`src/rtl/button_event_decoder.sv`:
```
// Classifies a clean, clock-synchronous button level into one-cycle event pulses:
// press, release, short press, long press and double click.
module button_event_decoder #(
  parameter int LONG_CYCLES   = 50_000_000,
  parameter int DCLICK_CYCLES = 12_500_000,
  parameter int CNT_W         = 26
) (
  input  logic clk,
  input  logic reset,
  input  logic btn_in,
  output logic held,
  output logic press_pulse,
  output logic release_pulse,
  output logic short_press,
  output logic long_press,
  output logic double_click
);

  localparam logic [CNT_W-1:0] LONG_LAST   = CNT_W'(LONG_CYCLES - 1);
  localparam logic [CNT_W-1:0] DCLICK_LAST = CNT_W'(DCLICK_CYCLES - 1);
  localparam logic [CNT_W-1:0] CNT_ONE     = CNT_W'(1);

  typedef enum logic [2:0] {
    S_IDLE,
    S_PRESS1,
    S_LONG,
    S_WAIT2,
    S_PRESS2
  } state_t;

  state_t           state_reg, state_next;
  logic [CNT_W-1:0] cnt_reg, cnt_next;
  logic             btn_q;
  logic             rise, fall;
  logic             short_next, long_next, dclick_next;

  assign rise = btn_in & ~btn_q;
  assign fall = ~btn_in & btn_q;
  assign held = btn_q;

  // State register; event outputs are registered alongside so every pulse
  // appears in the cycle after the edge that sampled its condition.
  always_ff @(posedge clk or negedge reset) begin
    if (!reset) begin
      state_reg     <= S_IDLE;
      cnt_reg       <= '0;
      btn_q         <= 1'b0;
      press_pulse   <= 1'b0;
      release_pulse <= 1'b0;
      short_press   <= 1'b0;
      long_press    <= 1'b0;
      double_click  <= 1'b0;
    end else begin
      state_reg     <= state_next;
      cnt_reg       <= cnt_next;
      btn_q         <= btn_in;
      press_pulse   <= rise;
      release_pulse <= fall;
      short_press   <= short_next;
      long_press    <= long_next;
      double_click  <= dclick_next;
    end
  end

  // Each counting branch leaves at its limit, so cnt never wraps.
  always_comb begin
    state_next = state_reg;
    cnt_next   = cnt_reg;
    unique case (state_reg)
      S_IDLE: begin
        if (rise) begin
          state_next = S_PRESS1;
          cnt_next   = CNT_ONE;
        end
      end
      S_PRESS1: begin
        if (fall) begin
          state_next = S_WAIT2;
          cnt_next   = CNT_ONE;
        end else if (btn_in) begin
          if (cnt_reg == LONG_LAST) begin
            state_next = S_LONG;
            cnt_next   = '0;
          end else begin
            cnt_next = cnt_reg + CNT_ONE;
          end
        end
      end
      S_LONG: begin
        if (fall) begin
          state_next = S_IDLE;
        end
      end
      S_WAIT2: begin
        if (rise) begin
          state_next = S_PRESS2;
          cnt_next   = '0;
        end else if (!btn_in) begin
          if (cnt_reg == DCLICK_LAST) begin
            state_next = S_IDLE;
            cnt_next   = '0;
          end else begin
            cnt_next = cnt_reg + CNT_ONE;
          end
        end
      end
      S_PRESS2: begin
        if (fall) begin
          state_next = S_IDLE;
        end
      end
      default: begin
        state_next = S_IDLE;
        cnt_next   = '0;
      end
    endcase
  end

  // A rise inside the window wins over expiry, so the classified events stay exclusive.
  always_comb begin
    short_next  = 1'b0;
    long_next   = 1'b0;
    dclick_next = 1'b0;
    unique case (state_reg)
      S_PRESS1: long_next   = btn_in && (cnt_reg == LONG_LAST);
      S_WAIT2: begin
        dclick_next = rise;
        short_next  = !btn_in && (cnt_reg == DCLICK_LAST);
      end
      default: ;
    endcase
  end

endmodule

```
`config.mk`:
```
export PLATFORM = sky130hd
export DESIGN_NAME = button_event_decoder
export DESIGN_NICKNAME = d
export VERILOG_FILES = /design/src/rtl/button_event_decoder.sv
export SDC_FILE = /design/constraint.sdc
export NUM_CORES = 1
export LEC_CHECK = 0
export ABC_CLOCK_PERIOD_IN_PS = 4500
export CAP_MARGIN = 20
export CORE_MARGIN = 5
export CORE_UTILIZATION = 35
export DETAILED_ROUTE_END_ITERATION = 6
export PLACE_DENSITY_LB_ADDON = 0.15
export RECOVER_POWER = 50
export SYNTH_ARGS = -nofsm -noshare
export SYNTH_HDL_FRONTEND = slang
export SYNTH_SLANG_ARGS = --single-unit
```
`constraint.sdc`:
```
create_clock -name clk -period 4.5 [get_ports clk]
set_clock_uncertainty 0.05 [all_clocks]
set_input_delay 0.45 -clock clk [delete_from_list [all_inputs] [get_ports clk]]
set_output_delay 0.45 -clock clk [all_outputs]
set_load 0.05 [all_outputs]
```
Word-level counts from Yosys, hierarchy flattened
Cells that the tools add are included.
{"block": "word_totals", "reg_bits": 35, "in_bits": 3, "output_inout_bits": 6, "elab_cells": 53}
{"block": "classes", "addsub": 1, "eq_ne": 12, "muxes": 20, "bitwise_logic": 5, "reduce_logical": 7}
{"operator": "two-way mux 26 bit", "count": 7}
{"operator": "one-hot mux 26 bit (4 select lines)", "count": 1}
{"operator": "adder 26 x 1 -> 26 bit (second input constant)", "count": 1}
{"operator": "equality test 26 x 24 -> 1 bit (second input constant)", "count": 1}
{"operator": "equality test 26 bit (second input constant)", "count": 1}
{"operator": "two-way mux 3 bit", "count": 8}
{"operator": "inequality test 3 bit (second input constant)", "count": 4}
{"operator": "one-hot mux 3 bit (4 select lines)", "count": 1}
{"operator": "equality test 3 x 2 -> 1 bit (second input constant)", "count": 2}
{"operator": "AND reduction 6 bit", "count": 1}
{"operator": "AND reduction 4 bit", "count": 1}
{"operator": "equality test 3 x 1 -> 1 bit (second input constant)", "count": 1}
{"operator": "equality test 3 bit (second input constant)", "count": 1}
{"operator": "logical NOT 3 bit", "count": 1}
{"operator": "two-way mux 1 bit", "count": 3}
{"operator": "NOT 1 bit", "count": 3}
{"operator": "bitwise AND 1 bit", "count": 2}
{"operator": "logical AND 1 bit", "count": 2}
{"operator": "inequality test 2 x 1 -> 1 bit (second input constant)", "count": 1}
{"operator": "inequality test 2 bit (second input constant)", "count": 1}
{"operator": "OR reduction 2 bit", "count": 1}
{"operator": "logical NOT 1 bit", "count": 1}

Depth between registers and ports, before layout
{"block": "logic_depth", "ltp_word": 5, "ltp_mapped": 8, "mapped_depth_nobuf": 7}

Least setup slack after synthesis
OpenSTA, ideal clock, no wires.
{"block": "synth_path", "path_kind": "register to register", "startpoint": "register cnt_reg[1]", "endpoint": "register cnt_reg[22]", "setup_time_ns": 0.138, "t_arrival_ns": 1.981, "t_required_ns": 4.312, "slack_ns": 2.330, "stages_incl_launch_ff": 9, "n_path_buf": 1, "synth_period_minus_slack_ns": 2.170, "cell_sequence": "dfrtp_1 -> ha_1 -> nand4_2 -> or3_4 -> or3_1 -> buf_2 -> nor3_2 -> nand2b_1 -> a31oi_1"}
{"block": "synth_via", "elab_chain_len": 5, "word_cells_on_any_way": 10, "cone_classes": "add/sub (1); eq/ne (2); mux (7)"}
{"item": "from (decl)", "line_no": "32", "rtl": "logic [CNT_W-1:0] cnt_reg, cnt_next;"}
{"item": "from (signal assigned)", "line_no": "55", "rtl": "cnt_reg <= cnt_next;"}
{"item": "adder 26 x 1 -> 26 bit (tied with other cells)", "line_no": "85, 103"}
{"item": "two-way mux 26 bit (on tied branches)", "line_no": "99, 81"}
{"item": "two-way mux 26 bit (on tied branches)", "line_no": "98, 80"}
{"item": "two-way mux 26 bit (on tied branches)", "line_no": "95, 77"}
{"item": "one-hot mux 26 bit (4 select lines) *", "line_no": "69", "rtl": "unique case (state_reg)"}
Mark *: on every way between the ends. The rest lies on a longest branch, timed or not. The select of a mux whose other input is x is not followed.
A chain may end at the register's enable or synchronous reset.

Worst setup path after layout
{"block": "layout_path", "startpoint": "input port btn_in", "endpoint": "register cnt_reg[17]"}
{"block": "layout_via", "elab_chain_len": 4, "word_cells_on_any_way": 10, "cone_classes": "eq/ne (3); mux (3); bitwise (3); reduce/logical (1)"}
{"item": "from (decl)", "line_no": "10", "rtl": "input logic btn_in,"}
{"item": "NOT 1 bit", "line_no": "38", "rtl": "assign fall = ~btn_in & btn_q;"}
{"item": "bitwise AND 1 bit", "line_no": "38"}
{"item": "inequality test 3 bit (no source line) / two-way mux 26 bit (equally long branches)"}
{"item": "AND reduction 4 bit (no source line) / one-hot mux 26 bit (4 select lines) (equally long branches)"}
Several ways; a longest one is shown, not always the timed one.

==> results.txt <==
----------------------------------------------------
[STA]
  Final worst-path cycle share ... 58.9%
  Setup slack of the critical path after layout ... 1.85 ns
  Slew headroom ... -22.7%
  F_max ... roughly 0.38 GHz
  Actual slew at the worst max-slew pin ... 1.84 ns
  Final count of pins violating max slew ... 36
  Final hold violation count ... 0
  Post-Route Setup TNS ... 0 ns
  Setup repair after global routing missed its margin ... false
  Worst slack on hold paths ... 0.491 ns
  Total setup violations reported at the end of the flow ... 0
  Time the worst path needs with I/O delays and setup ... 2.65 ns

[Final layout]
  Fraction of layout cells with a size suffix above 1 ... 12.1%
  Layout Cells excl Fill ... ~320
  Synth-to-Final Area Change ... 9.06%
  Max reg flops ... 26
  Total of fill cells in the finished design ... 604
  # diodes ... 0
  Net count of the finished layout ... about 240

[Logic synthesis]
  Fraction of the mapped netlist area in compound gates ... 18.4%
  Yosys top cell area share ... approximately two fifths
  Proportion of synthesized chip area in sequential cells ... 41.5%
  Simple-gate share of the synthesized area ... a little under a third
  Post-Synthesis Cell Area ... 2110 µm²
  Area share of fa/ha/maj cells after synthesis ... 0.592%
  Synth Area in XOR/XNOR ... 3.73%
  Fraction of registers with async set/reset ... 100%
  Multiplexer fraction of the synthesized cell area ... 0%
  Post-synthesis cell type with the largest combined area ... sky130_fd_sc_hd__dfrtp_1
  Most used DFF post-synth ... sky130_fd_sc_hd__dfrtp_1
  Post-Syn Nets ... 241
  Most instantiated library cell after synthesis ... sky130_fd_sc_hd__dfrtp_1
  Post-synth EDFFs ... 0
  Post-synthesis register bit count ... 35
  Synthesized instance count ... between 200 and 250
  Count of different cell masters after synthesis ... 55
  List of most frequent post-synthesis cells ... 35 x sky130_fd_sc_hd__dfrtp_1, 27 x sky130_fd_sc_hd__nand2_1, 19 x sky130_fd_sc_hd__a21oi_1
  Syn Area/Cell ... 8.91 µm²
  Synth Warn # ... 0
  Main combinational cell family by area after synthesis ... simple AND/OR/NAND/NOR gates
  Synth top area cells ... sky130_fd_sc_hd__dfrtp_1 41%, sky130_fd_sc_hd__nand2_1 4.8%, sky130_fd_sc_hd__a21oi_1 4.5%, sky130_fd_sc_hd__a31oi_1 4.1%, sky130_fd_sc_hd__nor2_1 3.0%

[Die]
  Total number of placement rows ... 28
  Core Area ... 5890 µm²
  Starting density of the core ... roughly 36%
  Vertical die dimension ... 87.7 µm
  Area enclosed by the die boundary ... 7690 µm²
  Num ports ... 9
  Overall die width ... 87.7 µm

[Placed design]
  Placer congestion estimate ... approximately 0.85
  Port Buffer Count ... 8
  Instance count after placement with tap cells included ... ~310
  DP Wirelength ... 3.60 mm
  Worst setup slack before clock tree synthesis ... 1.61 ns

[Global route]
  Global routing usage on met1 ... 20.7%
  First-pass GRT wire length ... 8.72 mm
  Total routing usage reported by global routing ... ~15%
  Total congestion overflow after global routing ... 0
  Met3 GRT Util ... 2.82%
  Pin count of the biggest net entering global routing ... 36
  Met2 capacity usage during global routing ... 22.9%
  Most utilized layer in the global route result ... met2
  Number of global-route vias before repair ... 1,665
  Antenna violations before repair ... 0

[Setup path]
  WP data required ... 4.62 ns
  Cell with the largest stage delay on the worst path ... sky130_fd_sc_hd__dlygate4sd3_1
  Element type at the critical path start ... input pin
  Sequence of cells on the critical path ... dlygate4sd3_1, or3_1, a2bb2oi_1, and2_1, nand4_1, xor2_1, nor2_2
  Kind of capture point of the worst setup path ... register
  Kind of critical path ... in2reg
  Maximum fanout along the worst path ... 16
  Largest stage delay on the critical path ... about 0.84 ns
  Worst EP arrival ... 2.77 ns

[CTS]
  Buffer type at the clock tree root ... sky130_fd_sc_hd__clkbuf_8
  Clock insertion delay at the later pin of the skew report ... 0.28 ns
  Clock slew at the register clock pins of the worst setup and hold paths ... 0.07 ns
  Number of buffers added for setup after CTS ... 0
  Quantity of gates resized following cts ... 0
  Clock buffers created by TritonCTS ... 5
  Clock tree buffer depth ... 2
  Number of H-tree levels ... 2
  Clock net sink count ... 35
  Hold Buf Count CTS ... 0
  Clock tree from TritonCTS ... built

[Outcome]
  Result of the run ... complete, but fails checks
  Violations in the final reports ... capacitance limit, slew limit

[Power]
  Relative contribution of the clock network to total power ... 23.8%
  Switching power as a share of total power ... 42.2%
  Reported leakage power ... between 0.8 and 0.9 nW
  Logic pwr share ... a little under two fifths
  Sequential share of power ... 38.6%
  Power Dens Cells ... 458 nW/µm²
  Cell-internal power ... 0.000610 W
  PnR Total Power ... 0.00105 W
  Highest ir drop seen on vdd ... 0.166 mV
  Switching power ... 0.000445 W

[Worst hold path]
  Type of the most critical hold path ... reg2reg

[Routing]
  Total number of vias ... between 1,500 and 2,000
  DRC viols ... 0
  Number of nets with antenna violations after routing ... 0
  Via density ... 5.53
  Routed length per placed instance ... approximately 16 µm
  Number of detailed-routing iterations run before antenna repair ... 4
  Routed wire length ... 5.04 mm
  Drt initial violations ... 68

[Flow run]
  Max-Cap Viols ... 1

----------------------------------------------------
==> worst max-delay path, delay by kind of cell <==
| kind | cells | cell delay [ns] |
|---|---|---|
| simple gates | 4 | 1.01 |
| buf+inv | 1 | 0.84 |
| xor+xnor | 1 | 0.21 |
| compound gates | 1 | 0.25 |
==> through the flow <==
stage / cell area [µm²] / util [%]
3_3_place_gp: 2200 / 37.5
3_5_place_dp: 2200 / 37.5
5_1_grt: 2300 / 39.1
4_1_cts: 2300 / 39.2
2_1_floorplan: 2110 / -
6_report: 2300 / 39.1
==> kinds of logic after synthesis <==
family | count (synthesis)
buffers and inverters | 16
and+or+nand+nor | 114
adders and majority gates | 1
AOI/OAI and AO/OA | 62
xor gates and xnor gates | 9
DFF | 35
==> worst paths after layout <==
| kind | startpoint | to | slack [ns] | cells past startpoint |
|---|---|---|---|---|
| max reg2reg | cnt_reg[0] | cnt_reg[22] | 1.89 | 7 |
| min in group asynchronous | reset | held | 0.61 | 1 |
| min | cnt_reg[4] | cnt_reg[4] | 0.49 | 1 |
| max | btn_in | cnt_reg[17] | 1.85 | 7 |
| min reg2reg | cnt_reg[4] | cnt_reg[4] | 0.49 | 1 |
| max in group asynchronous | reset | cnt_reg[13] | 2.72 | 1 |
==> layout by cell type, fill, tap and decap left out, types with 2 or more instances in the layout <==
master and count:
sky130_fd_sc_hd__nor3_2 2, sky130_fd_sc_hd__o21ai_0 8, sky130_fd_sc_hd__nor2_2 9, sky130_fd_sc_hd__clkdlybuf4s50_1 6, sky130_fd_sc_hd__o21ai_1 3, sky130_fd_sc_hd__inv_1 3, sky130_fd_sc_hd__nand4_1 7, sky130_fd_sc_hd__xor2_1 2
sky130_fd_sc_hd__nor3_1 9, sky130_fd_sc_hd__or3_1 2, sky130_fd_sc_hd__a41oi_1 3, sky130_fd_sc_hd__or3b_2 2, sky130_fd_sc_hd__clkbuf_1 2, sky130_fd_sc_hd__a21o_1 3, sky130_fd_sc_hd__nand3_1 11, sky130_fd_sc_hd__a31oi_1 14
sky130_fd_sc_hd__nand4_2 2, sky130_fd_sc_hd__nand2b_1 4, sky130_fd_sc_hd__nor3b_1 2, sky130_fd_sc_hd__clkbuf_8 7, sky130_fd_sc_hd__nor2_1 17, sky130_fd_sc_hd__xnor2_1 7, sky130_fd_sc_hd__a21oi_1 19, sky130_fd_sc_hd__dfrtp_1 35
sky130_fd_sc_hd__nor4_1 4, sky130_fd_sc_hd__nand2_1 27
==> layout make-up <==
type / instances / area [µm²] / share of cell area [%]
Clock buffer: 8 / 100 / 4.35
Timing Repair Buffer: 8 / 73.8 / 3.20
Sequential cell: 35 / 876 / 38.0
Multi-Input combinational cell: 186 / 1150 / 49.9
Inverter: 3 / 11.3 / 0.489
Tap cell: 75 / 93.8 / 4.07
==> metal layers <==
| layer | vias to the layer above | share of wire (%) |
|---|---|---|
| met5 | - | 0 |
| met4 | 0 | 0.34 |
| met3 | 2 | 3.6 |
| met2 | 29 | 47 |
| met1 | 832 | 49 |
| li1 | 878 | - |
==> power by group through the flow <==
stage	Sequential [W]	Clock (W)	Combinational (W)
5_1_grt	0.000414	0.000275	0.000442
3_3_place_gp	0.000412	0	0.000402
4_1_cts	0.000405	0.000263	0.000403
2_1_floorplan	0.000376	0	0.000361
3_5_place_dp	0.000411	0	0.000402
6_report	0.000406	0.000251	0.000396
Note: power is estimated with default switching activity, not from simulation.
